**config.mk**
```make
export PLATFORM = sky130hd
export DESIGN_NAME = unidade_controle_drone
export DESIGN_NICKNAME = d
export VERILOG_FILES = /design/src/rtl/drone_pkg.sv /design/src/rtl/edge_detector.sv /design/src/rtl/unidade_controle_drone.sv
export SDC_FILE = /design/constraint.sdc
export NUM_CORES = 1
export LEC_CHECK = 0
export CAP_MARGIN = 5
export CORE_MARGIN = 3
export CORE_UTILIZATION = 43
export CTS_CLUSTER_SIZE = 10
export DETAILED_ROUTE_END_ITERATION = 10
export GPL_ROUTABILITY_DRIVEN = 0
export HOLD_SLACK_MARGIN = 0.05
export PLACE_DENSITY = 0.8
export SETUP_SLACK_MARGIN = 0.05
export SLEW_MARGIN = 15
export SYNTH_ARGS = -nofsm -noshare
export SYNTH_HDL_FRONTEND = slang
export SYNTH_SLANG_ARGS = --single-unit
export TNS_END_PERCENT = 50
```
**constraint.sdc**
```tcl
create_clock -name clock -period 1.8 [get_ports clock]
set_input_delay 0.36 -clock clock [delete_from_list [all_inputs] [get_ports clock]]
set_output_delay 0.36 -clock clock [all_outputs]
set_load 0.01 [all_outputs]
```
**src/rtl/drone_pkg.sv**
```systemverilog
`default_nettype none
// +-------------------------------------------------------------------------+
// | drone_pkg: state width and state codes shared by the drone control FSM  |
// | and any db_estado decoder.                     Revision: 1.0            |
// +-------------------------------------------------------------------------+
package drone_pkg;

    localparam int LARGURA_ESTADO = 4;

    localparam logic [LARGURA_ESTADO-1:0] COD_INICIAL       = 4'd0;
    localparam logic [LARGURA_ESTADO-1:0] COD_PREPARA       = 4'd1;
    localparam logic [LARGURA_ESTADO-1:0] COD_ESCOLHE_MODO  = 4'd2;
    localparam logic [LARGURA_ESTADO-1:0] COD_ESCOLHE_VIDA  = 4'd3;
    localparam logic [LARGURA_ESTADO-1:0] COD_INICIA_JOGADA = 4'd4;
    localparam logic [LARGURA_ESTADO-1:0] COD_ESPERA        = 4'd5;
    localparam logic [LARGURA_ESTADO-1:0] COD_COMPARA       = 4'd6;
    localparam logic [LARGURA_ESTADO-1:0] COD_DESLOCA       = 4'd7;
    localparam logic [LARGURA_ESTADO-1:0] COD_GANHOU        = 4'd8;
    localparam logic [LARGURA_ESTADO-1:0] COD_PERDEU        = 4'd9;

    typedef enum logic [LARGURA_ESTADO-1:0] {
        INICIAL       = COD_INICIAL,
        PREPARA       = COD_PREPARA,
        ESCOLHE_MODO  = COD_ESCOLHE_MODO,
        ESCOLHE_VIDA  = COD_ESCOLHE_VIDA,
        INICIA_JOGADA = COD_INICIA_JOGADA,
        ESPERA        = COD_ESPERA,
        COMPARA       = COD_COMPARA,
        DESLOCA       = COD_DESLOCA,
        GANHOU        = COD_GANHOU,
        PERDEU        = COD_PERDEU
    } estado_t;

endpackage
`default_nettype wire

```
**src/rtl/edge_detector.sv**
```systemverilog
`default_nettype none
// +-------------------------------------------------------------------------+
// | edge_detector: one-cycle pulse on each rising edge of sinal.            |
// |                                                Revision: 1.0            |
// +-------------------------------------------------------------------------+
module edge_detector (
    input  logic clock,
    input  logic reset,
    input  logic sinal,
    output logic pulso
);

    logic sinal_q;

    always_ff @(posedge clock or posedge reset) begin
        if (reset) begin
            sinal_q <= 1'b0;
        end else begin
            sinal_q <= sinal;
        end
    end

    assign pulso = sinal & ~sinal_q;

endmodule
`default_nettype wire

```
**src/rtl/unidade_controle_drone.sv**
```systemverilog
`default_nettype none
// +-------------------------------------------------------------------------+
// | unidade_controle_drone: Moore FSM sequencing one drone game round.      |
// |                                                Revision: 1.0            |
// +-------------------------------------------------------------------------+
module unidade_controle_drone
    import drone_pkg::*;
#(
    parameter int LARGURA_ESTADO = drone_pkg::LARGURA_ESTADO
) (
    input  logic                      clock,
    input  logic                      reset,
    input  logic                      iniciar,
    input  logic                      confirma,
    input  logic                      colisao,
    input  logic                      fim_espera,
    input  logic                      fim_mapa,
    output logic                      zeraPosicoes,
    output logic                      resetaVidas,
    output logic                      zeraT,
    output logic                      contaT,
    output logic                      move_drone,
    output logic                      desloca_horizontal,
    output logic                      escolhe_modo,
    output logic                      escolhe_vida,
    output logic                      pronto,
    output logic                      ganhou,
    output logic                      perdeu,
    output logic [LARGURA_ESTADO-1:0] db_estado
);

    estado_t estado;
    estado_t proximo;
    logic    conf_p;

    edge_detector u_conf_edge (
        .clock (clock),
        .reset (reset),
        .sinal (confirma),
        .pulso (conf_p)
    );

    always_comb begin
        proximo = estado;
        case (estado)
            INICIAL:       if (iniciar) proximo = PREPARA;
            PREPARA:       proximo = ESCOLHE_MODO;
            ESCOLHE_MODO:  if (conf_p) proximo = ESCOLHE_VIDA;
            ESCOLHE_VIDA:  if (conf_p) proximo = INICIA_JOGADA;
            INICIA_JOGADA: proximo = ESPERA;
            ESPERA:        if (fim_espera) proximo = COMPARA;
            // Collision outranks reaching the end of the map.
            COMPARA:       if (colisao)       proximo = PERDEU;
                           else if (fim_mapa) proximo = GANHOU;
                           else               proximo = DESLOCA;
            DESLOCA:       proximo = ESPERA;
            GANHOU,
            PERDEU:        if (iniciar)     proximo = PREPARA;
                           else if (conf_p) proximo = ESCOLHE_MODO;
            default:       proximo = INICIAL;
        endcase
    end

    // Outputs are decoded from the next state so they line up with the state register.
    always_ff @(posedge clock or posedge reset) begin
        if (reset) begin
            estado             <= INICIAL;
            zeraPosicoes       <= 1'b0;
            resetaVidas        <= 1'b0;
            zeraT              <= 1'b0;
            contaT             <= 1'b0;
            move_drone         <= 1'b0;
            desloca_horizontal <= 1'b0;
            escolhe_modo       <= 1'b0;
            escolhe_vida       <= 1'b0;
            pronto             <= 1'b0;
            ganhou             <= 1'b0;
            perdeu             <= 1'b0;
        end else begin
            estado             <= proximo;
            zeraPosicoes       <= (proximo == PREPARA) || (proximo == INICIA_JOGADA);
            resetaVidas        <= (proximo == PREPARA);
            zeraT              <= (proximo == PREPARA) || (proximo == INICIA_JOGADA)
                                  || (proximo == DESLOCA);
            contaT             <= (proximo == ESPERA);
            move_drone         <= (proximo == ESPERA);
            desloca_horizontal <= (proximo == DESLOCA);
            escolhe_modo       <= (proximo == ESCOLHE_MODO);
            escolhe_vida       <= (proximo == ESCOLHE_VIDA);
            pronto             <= (proximo == GANHOU) || (proximo == PERDEU);
            ganhou             <= (proximo == GANHOU);
            perdeu             <= (proximo == PERDEU);
        end
    end

    assign db_estado = LARGURA_ESTADO'(estado);

endmodule
`default_nettype wire

```
* After elaboration in Yosys (flattened, before gate mapping)
Cells that the tools add are included.
** Storage, ports and cells
- Register bits after elaboration :: 15
- Output and inout bits :: 15
** Cells by class
- Muxes and demuxes :: 9
- Equality and inequality tests :: 17
- Bitwise operators :: 2
- Reduce and logical (&&, ||, !) cells :: 6
** Operator list (count)
- $mux W4 :: 8
- $pmux W4 S8 :: 1
- $eq A4 B3 Y1 const B :: 7
- $eq A4 B2 Y1 const B :: 4
- $eq A4 B4 Y1 const B :: 4
- $eq A4 B1 Y1 const B :: 2
- $logic_not A4 Y1 :: 1
- $reduce_or A2 Y1 :: 2
- $logic_or A1 B1 Y1 :: 3
- $and A1 B1 Y1 :: 1
- $not A1 Y1 :: 1

* Longest topological paths before layout
Gate-level depths: netlist of run 1.
- Depth in word-level cells :: 8
- Depth in mapped cells :: 5
- Depth with buffers taken out :: 5

* Modules after synthesis
A second synthesis of run 1 with hierarchy kept.
** Second synthesis, totals
- Cell total of the unflattened synthesis :: 79
- Area, all modules :: 788.3 µm²
** Modules (own cells, without submodules)
- unidade_controle_drone :: area an instance 745.7 µm², cells an instance 76, instances 1
- edge_detector :: area an instance 42.5 µm², cells an instance 3, instances 1

* Least setup slack after synthesis of run 1
Ideal clock, no wire load.
- Path kind :: reg-to-reg
- From :: register estado[1], in the netlist db_estado[1]
- To :: register escolhe_modo
- Data arrival time :: 1344 ps
- Buffers on the path :: 0
- Cell stages (with the launch flop) :: 5
- Slack :: 336 ps
- Data required time :: 1680 ps
- Setup time :: 120 ps
- Clock period less this slack :: 1464 ps
- Path through :: dfrtp_1 nor4b_1 nand2_1 o21ai_1 and3b_1
** Between the ends
- Cells in the longest elaborated chain, start to end :: 4
** RTL lines
- start, declared :: RTL line unidade_controle_drone.sv:32 : estado_t estado;
- start signal, assigned :: RTL line unidade_controle_drone.sv:80 : estado <= proximo;
- $eq A4 B4 Y1, or another cell as far along :: RTL line unidade_controle_drone.sv:45 : case (estado)
- $reduce_or A2 Y1, or another cell as far along :: RTL line unidade_controle_drone.sv:45
- $pmux W4 S8 * :: RTL line unidade_controle_drone.sv:45
- $eq A4 B2 Y1 * :: RTL line unidade_controle_drone.sv:88 : escolhe_modo <= (proximo == ESCOLHE_MODO);
- end signal, assigned :: RTL line unidade_controle_drone.sv:88
- end, declared :: RTL line unidade_controle_drone.sv:24 : output logic escolhe_modo,
Every way passes the cells marked *; elsewhere a longest branch is shown, timed or not.

* Final worst setup path of run 1
- From :: register estado[3], in the netlist db_estado[3]
- To :: output db_estado[3]
** RTL lines
- end, declared :: RTL line unidade_controle_drone.sv:29 : output logic [LARGURA_ESTADO-1:0] db_estado
No word-level cell between the ends.

==> flow_metrics.env, run 1 <==
export IMPL_arrival_ns=1.33
export IMPL_min_path_type="in -> reg"
export IMPL_synth_top_family_by_area="simple AND/OR/NAND/NOR gates"
export IMPL_clockRootBuffer="clkbuf_4"
export IMPL_async_reset_ff_frac=1.00
export IMPL_path_depth=1
export IMPL_synth_edff_count=0
export IMPL_seq_area_frac_synth=0.550
export IMPL_endpoint_kind="output pin"
export IMPL_synth_top_area_cell="dfrtp_1"
export IMPL_antenna_found_initial=0
export IMPL_crit_end="db_estado[3]"
export IMPL_io_buffer_count=21
export IMPL_cp_cell_sequence="clkdlybuf4s50_1"
export IMPL_io_pins=22
export IMPL_clkTransAtPathRegs_ns=0.09
export IMPL_crit_required_ns=1.44
export IMPL_synth_adder_area_share=0
export IMPL_cap_violations=0
export IMPL_viasPerCell=5.24
export IMPL_die_area_sq_um=2100
export IMPL_min_period_ns=1.69
export IMPL_die_height_um=45.8
export IMPL_dr_pass1_iters=3
export IMPL_synth_xor_xnor_area_share=0.0128
export IMPL_fillerInstances=109
export IMPL_yosysWarnings=0
export IMPL_syn_num_nets=64
export IMPL_synth_most_common_cell="dfrtp_1"
export IMPL_placed_area_sq_um=941
export IMPL_synth_top_area_frac=0.550
export IMPL_rows=13
export IMPL_cellPowerDensity_nw_per_um2=1530
export IMPL_cts_tree="done"
export IMPL_detail_route_antenna_nets=0
export IMPL_cp_top_family="buffers and inverters"
export IMPL_post_drt_wl_per_cell_um=14.0
export IMPL_num_vias=540
export IMPL_fin_util=0.708
export IMPL_syn_area_sq_um=682
export IMPL_place_hpwl_um=1090
export IMPL_synth_simple_area_share=0.262
export IMPL_synth_common_cells="15 x dfrtp_1, 5 x inv_1, 5 x nor2_1"
export IMPL_coreArea_sq_um=1400
export IMPL_power_share_combinational=0.515
export IMPL_drc=0
export IMPL_grt_setup_unrepaired="yes"
export IMPL_syn_inst=57
export IMPL_drive_gt1_frac=0.273
export IMPL_r2r_slack_ns=0.15
export IMPL_reg2reg_depth=5
export IMPL_worstSetupPathType="reg -> out"
export IMPL_p_switching_w=0.000541
export IMPL_grt_pass1_vias=566
export IMPL_path_buf_inv=1
export IMPL_skew_ns=0.00708
export IMPL_grt_max_degree=16
export IMPL_synth_mux_area_frac=0.0147
export IMPL_fmax_ghz=0.590
export IMPL_slew_headroom=0.622
export IMPL_wirelength_um=1440
export IMPL_timing_rr_end="zeraT"
export IMPL_synth_area_top_cells="dfrtp_1 55%, nor4_4 3.1%, and2b_4 2.9%, inv_1 2.8%, nor2_1 2.8%"
export IMPL_clock_power_share=0.123
export IMPL_antennaDiodeCount=0
export IMPL_cts_buffers=3
export IMPL_setup_tns_ns=0
export IMPL_synth_cell_types=29
export IMPL_worst_slew_pin_slew_ns=0.566
export IMPL_fin_crit_sh=0.941
export IMPL_critPathLaunchType="flip-flop"
export IMPL_pwr_share_seq=0.361
export IMPL_synth_compound_area_frac=0.121
export IMPL_p_int_w=0.000972
export IMPL_worst_slack_ns=0.106
export IMPL_finalSetupViolations=0
export IMPL_syn_avg_cell_area_sq_um=12.0
export IMPL_final_area_sq_um=990
export IMPL_ys_seq_elements=15
export IMPL_postCtsHoldBufs=0
export IMPL_grt_usage=0.169
export IMPL_drv_slew=0
export IMPL_fp_dieW_um=45.8
export IMPL_clock_sinks=15
export IMPL_clk_insertion_delay_late_ns=0.28
export IMPL_multi_input_area_sq_um=280
export IMPL_htreeDepth=1
export IMPL_critPathSlowestCell="clkdlybuf4s50_1"
export IMPL_leakage_nw=0.465
export IMPL_nNetsFinal=96
export IMPL_post_place_ws_ns=-0.147
export IMPL_grt_overflow=0
export IMPL_areaGrowthSynthToFinish_pct=45.1
export IMPL_r2r_start="db_estado[3]"
export IMPL_drt_initial_drc_count=13
export IMPL_switching_share=0.358
export IMPL_initial_utilization=0.487
export IMPL_cpPeakStageDelay_ns=0.59
export IMPL_outcome="complete, no violations"
export IMPL_cts_buffer_depth=2
export IMPL_hold_ws_ns=0.249
export IMPL_grt_first_pass_wirelength_um=2500
export IMPL_ir_worst_vdd_mv=0.818
export IMPL_crit_start="db_estado[3]"
export IMPL_hold_viol_final=0
export IMPL_synthFlopType="dfrtp_1"
export IMPL_regArea_sq_um=379
export IMPL_cp_max_fo=7
## through the flow
step	instances	power [W]
2_1_floorplan	57	0.000953
3_3_place_gp	97	0.00126
3_5_place_dp	97	0.00129
4_1_cts	101	0.00148
5_1_grt	103	0.00163
6_report	103	0.00151
## timing repair
item,4_1_cts,5_1_grt
gates resized for setup,1,3
buffers inserted,0,2
pin swaps,0,1
endpoints found under the setup margin,1,6
## power by group through the flow
stage               clock [W]  combinational, W  sequential, W
floorplan                   0          0.000382       0.000570
global placement            0          0.000718       0.000537
detailed placement          0          0.000737       0.000549
CTS                  0.000198          0.000740       0.000544
global route         0.000215          0.000853       0.000563
finish               0.000187          0.000780       0.000547
## registers in the layout, indices dropped and copies added, names as in the netlist
register / flops
pronto: 1
zeraT: 1
resetaVidas: 1
zeraPosicoes: 1
ganhou: 1
escolhe_modo: 1
db_estado: 4
move_drone: 1
perdeu: 1
desloca_horizontal: 1
escolhe_vida: 1
u_conf_edge.sinal_q: 1
## how the worst min path moves through the flow
stage	to	from	depth (start not counted)
finish	u_conf_edge.sinal_q	confirma	1
floorplan	db_estado[0]	reset	1
detailed placement	db_estado[2]	db_estado[3]	1
global placement	db_estado[2]	db_estado[3]	1
global route	u_conf_edge.sinal_q	confirma	1
CTS	escolhe_vida	reset	2
## routing by layer
metal  vias to the layer above  GRT usage  share of wire
met4                         0     0.0511              0
li1                        261          -              -
met2                        19      0.301           0.53
met1                       260      0.195           0.40
met5                         -          0              0
met3                         0     0.0435          0.070
## placed cells by master, fill, tap and decap left out
cell / synthesis / routed
buf_4: 1 / 7
nor4b_1: 1 / 1
clkdlybuf4s50_1: 0 / 20
nor4_2: 1 / 1
and2b_4: 2 / 2
o211ai_2: 1 / 1
nor4_4: 1 / 1
nand3_1: 1 / 1
nor2_1: 5 / 5
clkbuf_4: 0 / 3
a21oi_1: 1 / 1
o31ai_1: 2 / 2
dfrtp_2: 0 / 3
nor3b_4: 1 / 1
o311ai_1: 1 / 1
a21oi_2: 1 / 1
o21ai_0: 3 / 3
nand2_1: 2 / 2
nor2b_1: 1 / 1
and2_1: 1 / 1
nand2_4: 1 / 1
and3_1: 1 / 1
clkinv_2: 0 / 1
nand2b_1: 1 / 1
and3b_1: 2 / 2
o21ai_1: 1 / 1
dfrtp_1: 15 / 12
mux2i_1: 1 / 1
inv_1: 5 / 5
nor3_1: 1 / 1
dlymetal6s2s_1: 0 / 1
and3_2: 1 / 1
a22oi_2: 1 / 1
xnor2_1: 1 / 1
## cell families (layout without fill, tap and decap cells)
group                     after synthesis  in the layout
AOI/OAI and AO/OA                      11             11
buffers and inverters                   6             37
and+or+nand+nor                        23             23
xor gates and xnor gates                1              1
muxes                                   1              1
DFF                                    15             15
## final cells by class
cell class,count,area share
Timing Repair Buffer,28,0.268
Clock buffer,3,0.0228
Tap cell,15,0.0190
Sequential cell,15,0.383
Clock inverter,1,0.00506
Multi-Input combinational cell,36,0.283
Inverter,5,0.0190
(Power assumes the default switching activity.)
==> run 2, diff against run 1 <==
--- a/config.mk
+++ b/config.mk
@@ -6,13 +6,14 @@
 export NUM_CORES = 1
 export LEC_CHECK = 0
 export CAP_MARGIN = 5
-export CORE_MARGIN = 3
-export CORE_UTILIZATION = 43
+export CORE_AREA = 3 3 40 42
 export CTS_CLUSTER_SIZE = 10
 export DETAILED_ROUTE_END_ITERATION = 10
+export DIE_AREA = 0 0 43 45
+export DONT_BUFFER_PORTS = 1
 export GPL_ROUTABILITY_DRIVEN = 0
 export HOLD_SLACK_MARGIN = 0.05
-export PLACE_DENSITY = 0.8
+export PLACE_DENSITY = 0.71
 export SETUP_SLACK_MARGIN = 0.05
 export SLEW_MARGIN = 15
 export SYNTH_ARGS = -nofsm -noshare
==> run 2 against run 1 <==
- clock skew is 0.0018 ns lower
- setup slack better by 0.14 ns
- final cell count is 26% lower
- largest power group is now registers
- routed wire length is 21% lower
- sequential share of layout area is 13 points higher
- first-iteration DRC count is 46% lower
- highest routed layer is now met4
- non-clock buffer count is 27 lower
- largest cell class unchanged
- total power is 20% lower
- global-route usage is 2.1 points lower
- critical path depth is 4 higher
- flip-flop and latch count stayed put
- via count is 19% lower
==> flow_metrics.env, run 2 (synthesis gave the netlist of run 1 again) <==
export IMPL_outcome="complete, no violations"
export IMPL_min_path_type="in -> reg"
export IMPL_p_int_w=0.000719
export IMPL_clkTransAtPathRegs_ns=0.09
export IMPL_path_buf_inv=0
export IMPL_setup_tns_ns=0
export IMPL_switching_share=0.406
export IMPL_wl_met3_um=129
export IMPL_clk_insertion_delay_late_ns=0.29
export IMPL_min_to="u_conf_edge.sinal_q"
export IMPL_die_height_um=45
export IMPL_arrival_ns=1.72
export IMPL_rows=13
export IMPL_endpoint_kind="flip-flop"
export IMPL_htreeDepth=1
export IMPL_detail_route_antenna_nets=0
export IMPL_die_area_sq_um=1940
export IMPL_largest_reg_flops=4
export IMPL_fmax_ghz=0.645
export IMPL_clock_power_share=0.156
export IMPL_grt_usage=0.148
export IMPL_pwr_share_seq=0.495
export IMPL_fp_dieW_um=43
export IMPL_grt_pass1_vias=447
export IMPL_cap_violations=0
export IMPL_dr_wl_met2_um=564
export IMPL_p_switching_w=0.000492
export IMPL_fin_util=0.574
export IMPL_final_cell_mix="15 x dfrtp_1, 5 x nor2_1, 5 x inv_1"
export IMPL_drt_initial_drc_count=7
export IMPL_areaGrowthSynthToFinish_pct=8.07
export IMPL_drive_gt1_frac=0.246
export IMPL_critPathSlowestCell="dfrtp_1"
export IMPL_clockRootBuffer="clkbuf_4"
export IMPL_drv_slew=0
export IMPL_fin_crit_sh=0.861
export IMPL_post_cts_buffers=0
export IMPL_viasPerCell=5.78
export IMPL_reg2reg_depth=5
export IMPL_grt_first_pass_wirelength_um=2040
export IMPL_stdcell_count=76
export IMPL_cp_max_fo=7
export IMPL_grt_max_degree=16
export IMPL_io_pins=22
export IMPL_io_buffer_count=0
export IMPL_place_hpwl_um=895
export IMPL_cts_tree="done"
export IMPL_mostFrequentLayoutCell="dfrtp_1"
export IMPL_drc=0
export IMPL_cpPeakStageDelay_ns=0.51
export IMPL_antennaDiodeCount=0
export IMPL_cts_buffer_depth=2
export IMPL_skew_ns=0.00524
export IMPL_numPlacedInstances=71
export IMPL_ir_worst_vdd_mv=0.967
export IMPL_min_from="confirma"
export IMPL_crit_required_ns=1.97
export IMPL_critPathLaunchType="flip-flop"
export IMPL_antenna_found_initial=0
export IMPL_grt_overflow=0
export IMPL_cp_cell_sequence="and2b_4 > nand2_4 > a21oi_2 > nor4_4 > o311ai_1"
export IMPL_clock_sinks=15
export IMPL_leakage_nw=0.352
export IMPL_cp_top_family="simple AND/OR/NAND/NOR gates"
export IMPL_hold_ws_ns=0.0903
export IMPL_dr_pass1_iters=4
export IMPL_power_share_combinational=0.349
export IMPL_worstSetupPathType="reg -> reg"
export IMPL_slew_headroom=0.645
export IMPL_timing_rr_end="zeraT"
export IMPL_post_drt_wl_per_cell_um=15.1
export IMPL_coreArea_sq_um=1280
export IMPL_wirelength_um=1150
export IMPL_highest_layer="met4"
export IMPL_nNetsFinal=69
export IMPL_num_vias=439
export IMPL_cellPowerDensity_nw_per_um2=1640
export IMPL_whs_path_depth=0
export IMPL_initial_utilization=0.531
export IMPL_wl_met1_um=442
export IMPL_hold_viol_final=0
export IMPL_cts_buffers=3
export IMPL_grt_setup_unrepaired="no"
export IMPL_worst_slew_pin_slew_ns=0.532
export IMPL_r2r_slack_ns=0.25
export IMPL_total_power_w=0.00121
export IMPL_r2r_start="db_estado[3]"
export IMPL_min_period_ns=1.55
export IMPL_finalSetupViolations=0
## run 2: changes by cell type in the layout (fill, tap and decap cells not counted)
cell / previous run / this run
dlymetal6s2s_1: 1 / 0
buf_4: 7 / 0
dfrtp_2: 3 / 0
clkdlybuf4s50_1: 20 / 0
nor4b_2: 0 / 1
nor4b_1: 1 / 0
dfrtp_1: 12 / 15
dlygate4sd3_1: 0 / 1
## run 2: worst max path at each step
| stage | endpoint | slack (ns) | from | cells after the start |
|---|---|---|---|---|
| 2_1_floorplan | escolhe_modo | 0.34 | db_estado[1] | 4 |
| 3_3_place_gp | escolhe_modo | 0.15 | db_estado[1] | 4 |
| 3_5_place_dp | escolhe_modo | 0.16 | db_estado[1] | 4 |
| 4_1_cts | escolhe_modo | 0.15 | db_estado[1] | 4 |
| 5_1_grt | zeraT | 0.12 | db_estado[1] | 4 |
| 6_report | zeraT | 0.25 | db_estado[3] | 5 |
## run 2: power groups by stage
stage	Clock [W]	Combinational [W]	Sequential (W)
3_5_place_dp	0	0.000424	0.000604
2_1_floorplan	0	0.000382	0.000570
4_1_cts	0.000194	0.000425	0.000598
6_report	0.000189	0.000423	0.000600
3_3_place_gp	0	0.000425	0.000599
5_1_grt	0.000210	0.000471	0.000618
## run 2: layout make-up
class / count / area [sq um]
clock buffer: 3 / 22.5
clock inverter: 1 / 5.00
fill: 105 / 548
inverter: 5 / 18.8
multi-input combinational: 36 / 287
sequential: 15 / 375
tap: 15 / 18.8
timing repair buffer: 1 / 10.0
## run 2: repair_timing
action                                  CTS  global route
endpoints found under the setup margin    0             6
gates resized for setup                   0             1
endpoints found under the hold margin    15             0
hold buffers                              1             0
## run 2: per-layer routing
layer  global-route usage  up-vias
met3               0.0956        2
met2                0.246       19
met4               0.0361        0
met1                0.159      209
met5                    0        -
li1                     -      209
## run 2: worst register-to-register path: stages (launching register included)
cell and delay, ns:
dfrtp_1 0.51, and2b_4 0.26, nand2_4 0.07, a21oi_2 0.04, nor4_4 0.40, o311ai_1 0.14
## run 2: per-stage QoR
step | setup slack (ns) | cell area, sq um
2_1_floorplan | 0.336 | 682
3_3_place_gp | 0.155 | 693
3_5_place_dp | 0.163 | 693
4_1_cts | 0.153 | 731
5_1_grt | 0.124 | 737
6_report | 0.250 | 737
